File: config.mk
export PLATFORM = sky130hd
export DESIGN_NAME = fc_vec_serializer
export DESIGN_NICKNAME = d
export VERILOG_FILES = /design/src/rtl/fc_vec_serializer.sv
export SDC_FILE = /design/constraint.sdc
export NUM_CORES = 1
export LEC_CHECK = 0
export CELL_PAD_IN_SITES_DETAIL_PLACEMENT = 1
export CELL_PAD_IN_SITES_GLOBAL_PLACEMENT = 2
export CORE_MARGIN = 2
export CORE_UTILIZATION = 34
export DETAILED_ROUTE_END_ITERATION = 7
export PLACE_DENSITY = 0.8
export SYNTH_ARGS = -nofsm -noshare
export SYNTH_HDL_FRONTEND = slang
export SYNTH_SLANG_ARGS = --single-unit
File: constraint.sdc
create_clock -name clk -period 2.15 [get_ports clk]
set_input_delay 0.43 -clock clk [delete_from_list [all_inputs] [get_ports clk]]
set_output_delay 0.43 -clock clk [all_outputs]
set_load 0.05 [all_outputs]
File: src/rtl/fc_vec_serializer.sv
// Parallel-to-serial converter between FC layers: captures a DIM-element vector on one strobe and
// streams it out element by element, widened, with a one-deep pending buffer behind the active one.
module fc_vec_serializer #(
  parameter int unsigned DIM      = 8,
  parameter int unsigned IN_W     = 8,
  parameter int unsigned OUT_W    = 16,
  parameter bit          SIGN_EXT = 1'b1,
  parameter int unsigned GAP      = 0
) (
  input  logic             clk,
  input  logic             rst_n,
  input  logic [IN_W-1:0]  in_dat [DIM],
  input  logic             in_valid,
  output logic [OUT_W-1:0] out_dat,
  output logic             out_valid,
  output logic             out_last,
  output logic             busy,
  output logic             overflow
);

  localparam int unsigned       IDX_W    = (DIM > 1) ? $clog2(DIM) : 1;
  localparam logic [IDX_W-1:0]  LAST_IDX = IDX_W'(DIM - 1);
  localparam logic [7:0]        GAP_LEN  = 8'(GAP);

  localparam logic [1:0] IDLE = 2'd0;
  localparam logic [1:0] SEND = 2'd1;
  localparam logic [1:0] WAIT = 2'd2;

  if (OUT_W < IN_W) begin : g_bad_width
    $error("OUT_W must be >= IN_W");
  end
  if (GAP > 255) begin : g_bad_gap
    $error("GAP must be in 0..255");
  end

  function automatic logic [OUT_W-1:0] widen(input logic [IN_W-1:0] e);
    if (SIGN_EXT) return OUT_W'($signed(e));
    return OUT_W'(e);
  endfunction

  logic [1:0]       state_q, state_d;
  logic [IDX_W-1:0] idx_q, idx_d, nxt_idx;
  logic [7:0]       gap_q, gap_d;
  logic [IN_W-1:0]  act_q [DIM];
  logic [IN_W-1:0]  act_d [DIM];
  logic [IN_W-1:0]  pend_q [DIM];
  logic [IN_W-1:0]  pend_d [DIM];
  logic             pend_vld_q, pend_vld_d;
  logic             ovf_d;
  logic             emit, promote, take_in;
  logic [IN_W-1:0]  emit_elem;
  logic             is_last;

  assign is_last = (idx_q == LAST_IDX);
  assign nxt_idx = idx_q + 1'b1;

  always_comb begin
    state_d    = state_q;
    idx_d      = idx_q;
    gap_d      = gap_q;
    act_d      = act_q;
    pend_d     = pend_q;
    pend_vld_d = pend_vld_q;
    ovf_d      = overflow;
    emit       = 1'b0;
    emit_elem  = '0;
    promote    = 1'b0;
    take_in    = 1'b0;

    case (state_q)
      IDLE: begin
        if (in_valid) begin
          act_d     = in_dat;
          idx_d     = '0;
          emit      = 1'b1;
          emit_elem = in_dat[0];
          take_in   = 1'b1;
          state_d   = SEND;
        end
      end
      SEND: begin
        if (GAP == 0) begin
          if (!is_last) begin
            idx_d     = nxt_idx;
            emit      = 1'b1;
            emit_elem = act_q[nxt_idx];
          end else if (pend_vld_q) begin
            promote = 1'b1;
          end else if (in_valid) begin
            // Nothing pending: a vector arriving on the last element streams on without a bubble.
            act_d     = in_dat;
            idx_d     = '0;
            emit      = 1'b1;
            emit_elem = in_dat[0];
            take_in   = 1'b1;
          end else begin
            state_d = IDLE;
          end
        end else if (is_last && !pend_vld_q && !in_valid) begin
          state_d = IDLE;
        end else begin
          state_d = WAIT;
          gap_d   = GAP_LEN;
        end
      end
      WAIT: begin
        if (gap_q == 8'd1) begin
          if (!is_last) begin
            idx_d     = nxt_idx;
            emit      = 1'b1;
            emit_elem = act_q[nxt_idx];
            state_d   = SEND;
          end else if (pend_vld_q) begin
            promote = 1'b1;
          end else begin
            state_d = IDLE;
          end
        end else begin
          gap_d = gap_q - 8'd1;
        end
      end
      default: state_d = IDLE;
    endcase

    if (promote) begin
      act_d      = pend_q;
      idx_d      = '0;
      emit       = 1'b1;
      emit_elem  = pend_q[0];
      pend_vld_d = 1'b0;
      state_d    = SEND;
    end

    // A slot freed by promotion this cycle is immediately reusable.
    if (in_valid && (state_q != IDLE) && !take_in) begin
      if (!pend_vld_q || promote) begin
        pend_d     = in_dat;
        pend_vld_d = 1'b1;
      end else begin
        ovf_d = 1'b1;
      end
    end
  end

  always_ff @(posedge clk or negedge rst_n) begin
    if (!rst_n) begin
      state_q    <= IDLE;
      idx_q      <= '0;
      gap_q      <= '0;
      act_q      <= '{default: '0};
      pend_q     <= '{default: '0};
      pend_vld_q <= 1'b0;
      out_dat    <= '0;
      out_valid  <= 1'b0;
      out_last   <= 1'b0;
      busy       <= 1'b0;
      overflow   <= 1'b0;
    end else begin
      state_q    <= state_d;
      idx_q      <= idx_d;
      gap_q      <= gap_d;
      act_q      <= act_d;
      pend_q     <= pend_d;
      pend_vld_q <= pend_vld_d;
      out_dat    <= emit ? widen(emit_elem) : '0;
      out_valid  <= emit;
      out_last   <= emit && (idx_d == LAST_IDX);
      busy       <= (state_d != IDLE) || pend_vld_d;
      overflow   <= ovf_d;
    end
  end

endmodule
[Word-level counts from Yosys, hierarchy flattened]
Cells that the tools add are included.
Word-level totals
  register bits: 162
  bits of input ports: 67
  output and inout bits: 20
  logic and storage cells: 101
Operators by class
  add/sub/neg operators: 2
  magnitude comparators: 1
  eq/ne operators: 7
  muxes and demuxes: 48
  bitwise gates (word level): 3
  reduce and logical (&&, ||, !) cells: 15
Operators with widths (count)
  two-way mux 64 bit: 4
  one-hot mux 64 bit (2 select lines): 1
  two-way mux 8 bit: 8
  binary-select mux 8 bit (select 3 bit): 1
  one-hot mux 8 bit (3 select lines): 1
  two-way mux 3 bit: 6
  two-way mux 16 bit: 1
  two-way mux 2 bit: 8
  two-way mux 1 bit: 13
  one-hot mux 3 bit (3 select lines): 1
  equality test 8 x 1 -> 1 bit, second input constant: 1
  subtractor 8 x 1 -> 8 bit, second input constant: 1
  equality test 3 bit, second input constant: 2
  != test 3 bit, second input constant: 2
  one-hot mux 2 bit (3 select lines): 1
  AND reduction 2 bit: 3
  greater-or-equal comparator 4 bit, second input constant: 1
  NOT 3 -> 4 bit: 1
  one-hot mux 1 bit (2 select lines): 2
  nonzero test 2 bit: 2
  adder 3 x 1 -> 3 bit, second input constant: 1
  logical AND 1 bit: 3
  one-hot mux 1 bit (3 select lines): 1
  AND reduction 3 bit: 1
  7 further kinds: 10

[Depth between registers and ports, before layout]
  depth in word-level cells: 10
  gate-level depth with buffers: 10
  mapped depth without buffers: 7

[Worst setup path after synthesis]
No wires, ideal clock.
  path type: register to register
  start: register idx_q[0]
  end: register busy
  setup time: 136 ps
  data arrival time: 2116 ps
  required time: 2014 ps
  slack: -102 ps
  stages on the path, launching flop included: 10
  buffers on the path: 3
  clock period less this slack: 2252 ps
  path through: dfrtp_1 ha_1 ha_1 clkbuf_1 and3_1 nor2b_1 clkbuf_1 buf_2 or3_1 nand4bb_1
On the way
  elaborated cells on any way between the ends: 19
  those cells by class: 1 x eq/ne; 13 x mux; 5 x reduce/logical
RTL lines
  start, declared: RTL line 42  | logic [IDX_W-1:0] idx_q, idx_d, nxt_idx;
  start signal, assigned: RTL line 160  | idx_q <= idx_d;
  equality test 3 bit (*): RTL line 54  | assign is_last = (idx_q == LAST_IDX);
  two-way mux 2 bit or two-way mux 1 bit (tied branches): RTL line 108  | if (!is_last) begin
  two-way mux 2 bit or two-way mux 1 bit (tied branches): RTL line 107  | if (gap_q == 8'd1) begin
  one-hot mux 2 bit (3 select lines) or one-hot mux 1 bit (2 select lines) (tied branches): RTL line 70  | case (state_q)
  two-way mux 2 bit (*): RTL line 125  | if (promote) begin
  via state_d[0]: RTL line 41  | logic [1:0] state_q, state_d;
  nonzero test 2 bit (*): RTL line 168  | busy <= (state_d != IDLE) || pend_vld_d;
  logical OR 1 bit (*): RTL line 168
  end signal, assigned: RTL line 168
  end, declared: RTL line 17  | output logic busy,
The timed path passes the listed nets; every way through them passes the cells marked *.
A chain may end at the register's enable or synchronous reset.

[Final worst setup path]
  start: register gap_q[6]
  end: register pend_q[20] (netlist name)
On the way
  word-level cells in the longest chain between the ends: 5
Ends and longest elaborated chain
  start, declared: RTL line 43  | logic [7:0] gap_q, gap_d;
  start signal, assigned: RTL line 161  | gap_q <= gap_d;
  equality test 8 x 1 -> 1 bit: RTL line 107
  two-way mux 1 bit: RTL line 107
  one-hot mux 1 bit (2 select lines): RTL line 70
  logical OR 1 bit: RTL line 136  | if (!pend_vld_q || promote) begin
  AND reduction 2 bit (no line)
  end signal, assigned: RTL line 163  | pend_q <= pend_d;
  end, declared: RTL line 46  | logic [IN_W-1:0] pend_q [DIM];
Every way passes these cells.

==> results by group <==
Min path
  – Min-delay worst type: reg -> reg

STA
  – Hold_ws: 0.481 ns
  – Crit share post-route: 101%
  – Slew margin rel.: 63.8%
  – Final setup viols: 18
  – Pins over their slew limit: 0
  – Final count of hold timing violations: 0
  – Maximum clock frequency: 0.462 GHz
  – Min Tclk post-route: 2.17 ns
  – RSZ-0062 raised after global routing: true
  – Worst-Margin Slew: 0.543 ns
  – Clock skew after layout: 0.00830 ns
  – PnR worst setup slack: -0.0157 ns

Placement
  – Port Buffer Count: 86
  – Inst Count DP: 987
  – Pre-CTS setup slack: -0.160 ns
  – Routability Congestion: 0.783
  – Placed wire-length estimate: 13600 um

Synthesis
  – Mapped Cells: 631
  – Asr flop ratio synth: 100%
  – Mapped Area: 0.00735 mm^2
  – Post-Syn Area per Cell: 11.7 um^2
  – Synth Flop Type: dfrtp_1
  – Post-synth EDFFs: 0
  – Unique masters post-synth: 50
  – Syn_nets: 708
  – Register area share after synthesis: 52.4%
  – Ys Warns: 0
  – Synth Register Bits: 154

Critical path
  – CP max stage delay: 0.47 ns
  – Critical Path RT: 2.47 ns
  – Startpoint Class: flip-flop
  – CP endpoint kind: flip-flop
  – Crit-path max FO: 6
  – Critical path cell sequence: nor2_1 -> a41oi_2 -> nand2b_4 -> a21oi_4 -> buf_8 -> clkbuf_16 -> mux2_4
  – Slowest stage cell, crit path: dfrtp_1
  – WP data arrival: 2.49 ns
  – Crit Path Class: reg -> reg

Routing
  – DRT Pass-1 Iters: 4
  – Wirelength per Cell: 21.0 um
  – DRT Wirelength: 21700 um
  – DR vias: 5352
  – Vias per Instance: 5.17
  – Antenna Nets Post-Route: 0
  – DRT iter0 DRCs: 263
  – DRC viols: 0

Floorplanning
  – Initial Utilization: 34.8%
  – DIE WIDTH: 151 um
  – Row count: 53
  – CORE AREA: 0.0212 mm^2
  – Die area: 0.0228 mm^2
  – I/O pin cnt: 87
  – Die Span Y: 151 um

Final layout
  – Layout cells sized above 1: 25.8%
  – Nets: 825
  – Post-Layout Cell Count: 1036
  – Ant diodes: 0
  – Synth-to-Final Area Change: 35.2%
  – Commonest non-fill, non-tap cell in the layout: dfrtp_1
  – Most frequent cells in the layout: dfrtp_1 (154), mux2i_1 (80), clkdlybuf4s50_1 (76), o21ai_0 (74), nand2_1 (71)
  – Post-layout util: 47.0%

Flow run
  – Max-Cap Viols: 0

Status
  – Status: finished with violations
  – Failing checks: setup timing

Clock network
  – Clk root buf: clkbuf_16
  – Clk sink count: 154
  – Clock Pin Slew Worst Setup and Hold Paths: 0.06 ns
  – Num CTS Buffers: 17
  – Maximum clock path buffer count: 2
  – Clock Latency Late Sink: 0.44 ns
  – H-tree levels: 4
  – CTS tree: yes

Global routing
  – GRT Total Usage: 18.8%
  – Congestion Overflow GR: 0
  – Number of global-route vias before repair: 6009
  – Antenna violations before repair: 0
  – First-pass GRT wire length: 32400 um
  – Largest net degree at the start of global routing: 52

Pwr
  – Worst VDD drop: 0.686 mV
  – Total power: 13.6 mW
  – Static Leakage: 4.54 nW
  – Pwr dens: 1370 mW/mm^2
## per-stage QoR
stage	setup TNS, ns	instance area (um^2)
after global placement	-6.62	8770
after detailed placement	-9.58	8770
after floorplan	0	7370
after CTS	-0.0491	9490
after global routing	-3.67	9940
final	-0.0925	9940
## worst paths after layout
path,startpoint,endpoint,slack [ns],depth (start not counted)
max,gap_q[6],pend_q[20],-0.02,7
min,overflow,overflow,0.48,1
max reg2reg,gap_q[6],pend_q[20],-0.02,7
min reg2reg,overflow,overflow,0.48,1
max in group asynchronous,rst_n,act_q[18],0.98,3
min in group asynchronous,rst_n,out_dat[14],0.52,2
## power by group
group          total, mW  switching, mW  internal (mW)  leakage, nW
combinational       5.52           2.75           2.77         2.42
sequential          5.12          0.865           4.26         1.84
clock               2.98           1.33           1.65        0.274
total               13.6           4.94           8.68         4.54
## sequential cells by signal, summed over array words and instances (netlist names)
signal      cells
out_valid       1
act_q          64
state_q         2
idx_q           3
pend_vld_q      1
out_dat         8
pend_q         64
overflow        1
out_last        1
busy            1
gap_q           8
## Yosys cell counts (2+ instances only)
master,n,area (um^2)
dfrtp_1,154,3850
mux2i_1,80,801
o21ai_0,76,380
nand2_1,72,270
mux2_2,61,687
nor2_1,26,97.6
clkbuf_1,18,67.6
inv_1,17,63.8
buf_2,15,75.1
a21oi_1,10,50.1
ha_1,10,125
a221oi_1,8,70.1
buf_4,8,60.1
mux4_2,8,180
buf_6,6,67.6
mux2_1,5,56.3
nand3_1,4,20.0
xor2_1,4,35.0
and2_1,3,18.8
nor2b_1,3,18.8
nor4_1,3,18.8
nor4b_1,3,26.3
or3_1,3,18.8
xnor2_1,3,26.3
a211oi_1,2,15.0
a222oi_1,2,20.0
a31o_2,2,17.5
nand2b_1,2,12.5
o21ai_1,2,10.0
## worst max-delay path, delay by kind of cell, from the launching register on
kind,cells,cell delay [ns]
DFF,1,0.47
buffers and inverters,2,0.35
muxes,1,0.31
AOI/OAI and AO/OA,2,0.42
and+or+nand+nor,2,0.49
## final cells by class
cell class                      instances  area (um^2)
Sequential cell                       154         3850
Fill cell                            2173        11200
Inverter                               17         63.8
Tap cell                              275          344
Multi-Input combinational cell        412         3490
Clock inverter                         14          136
Timing Repair Buffer                  146         1610
Clock buffer                           18          439
## cells by family (layout without fill, tap and decap cells)
| kind of cell | count (synthesis) | after routing | share of synthesized area [%] |
|---|---|---|---|
| muxes | 154 | 154 | 23.4 |
| DFF | 154 | 154 | 52.4 |
| and+or+nand+nor | 129 | 129 | 8.12 |
| AOI/OAI and AO/OA | 112 | 112 | 8.90 |
| buffers and inverters | 65 | 195 | 4.59 |
| adders and majority gates | 10 | 10 | 1.70 |
| xor gates and xnor gates | 7 | 7 | 0.834 |
## routing by layer
metal	track usage [%]	wire [um]	vias up	part of all wire [%]
met5	0	0	-	0
met3	3.67	722	24	3.3
li1	-	-	2457	-
met1	23.5	9440	2780	43
met2	33.4	11200	91	52
met4	4.81	322	0	1.5
## timing repair
action                     CTS  global route
buffers inserted             6             3
setup endpoints to repair   93            93
hold buffers                 1             0
gates resized for setup     22            80
hold endpoints to repair    45             0
gates cloned                 2             5
pin swaps                    7             7
No activity file was read; power rests on OpenSTA's default activity.
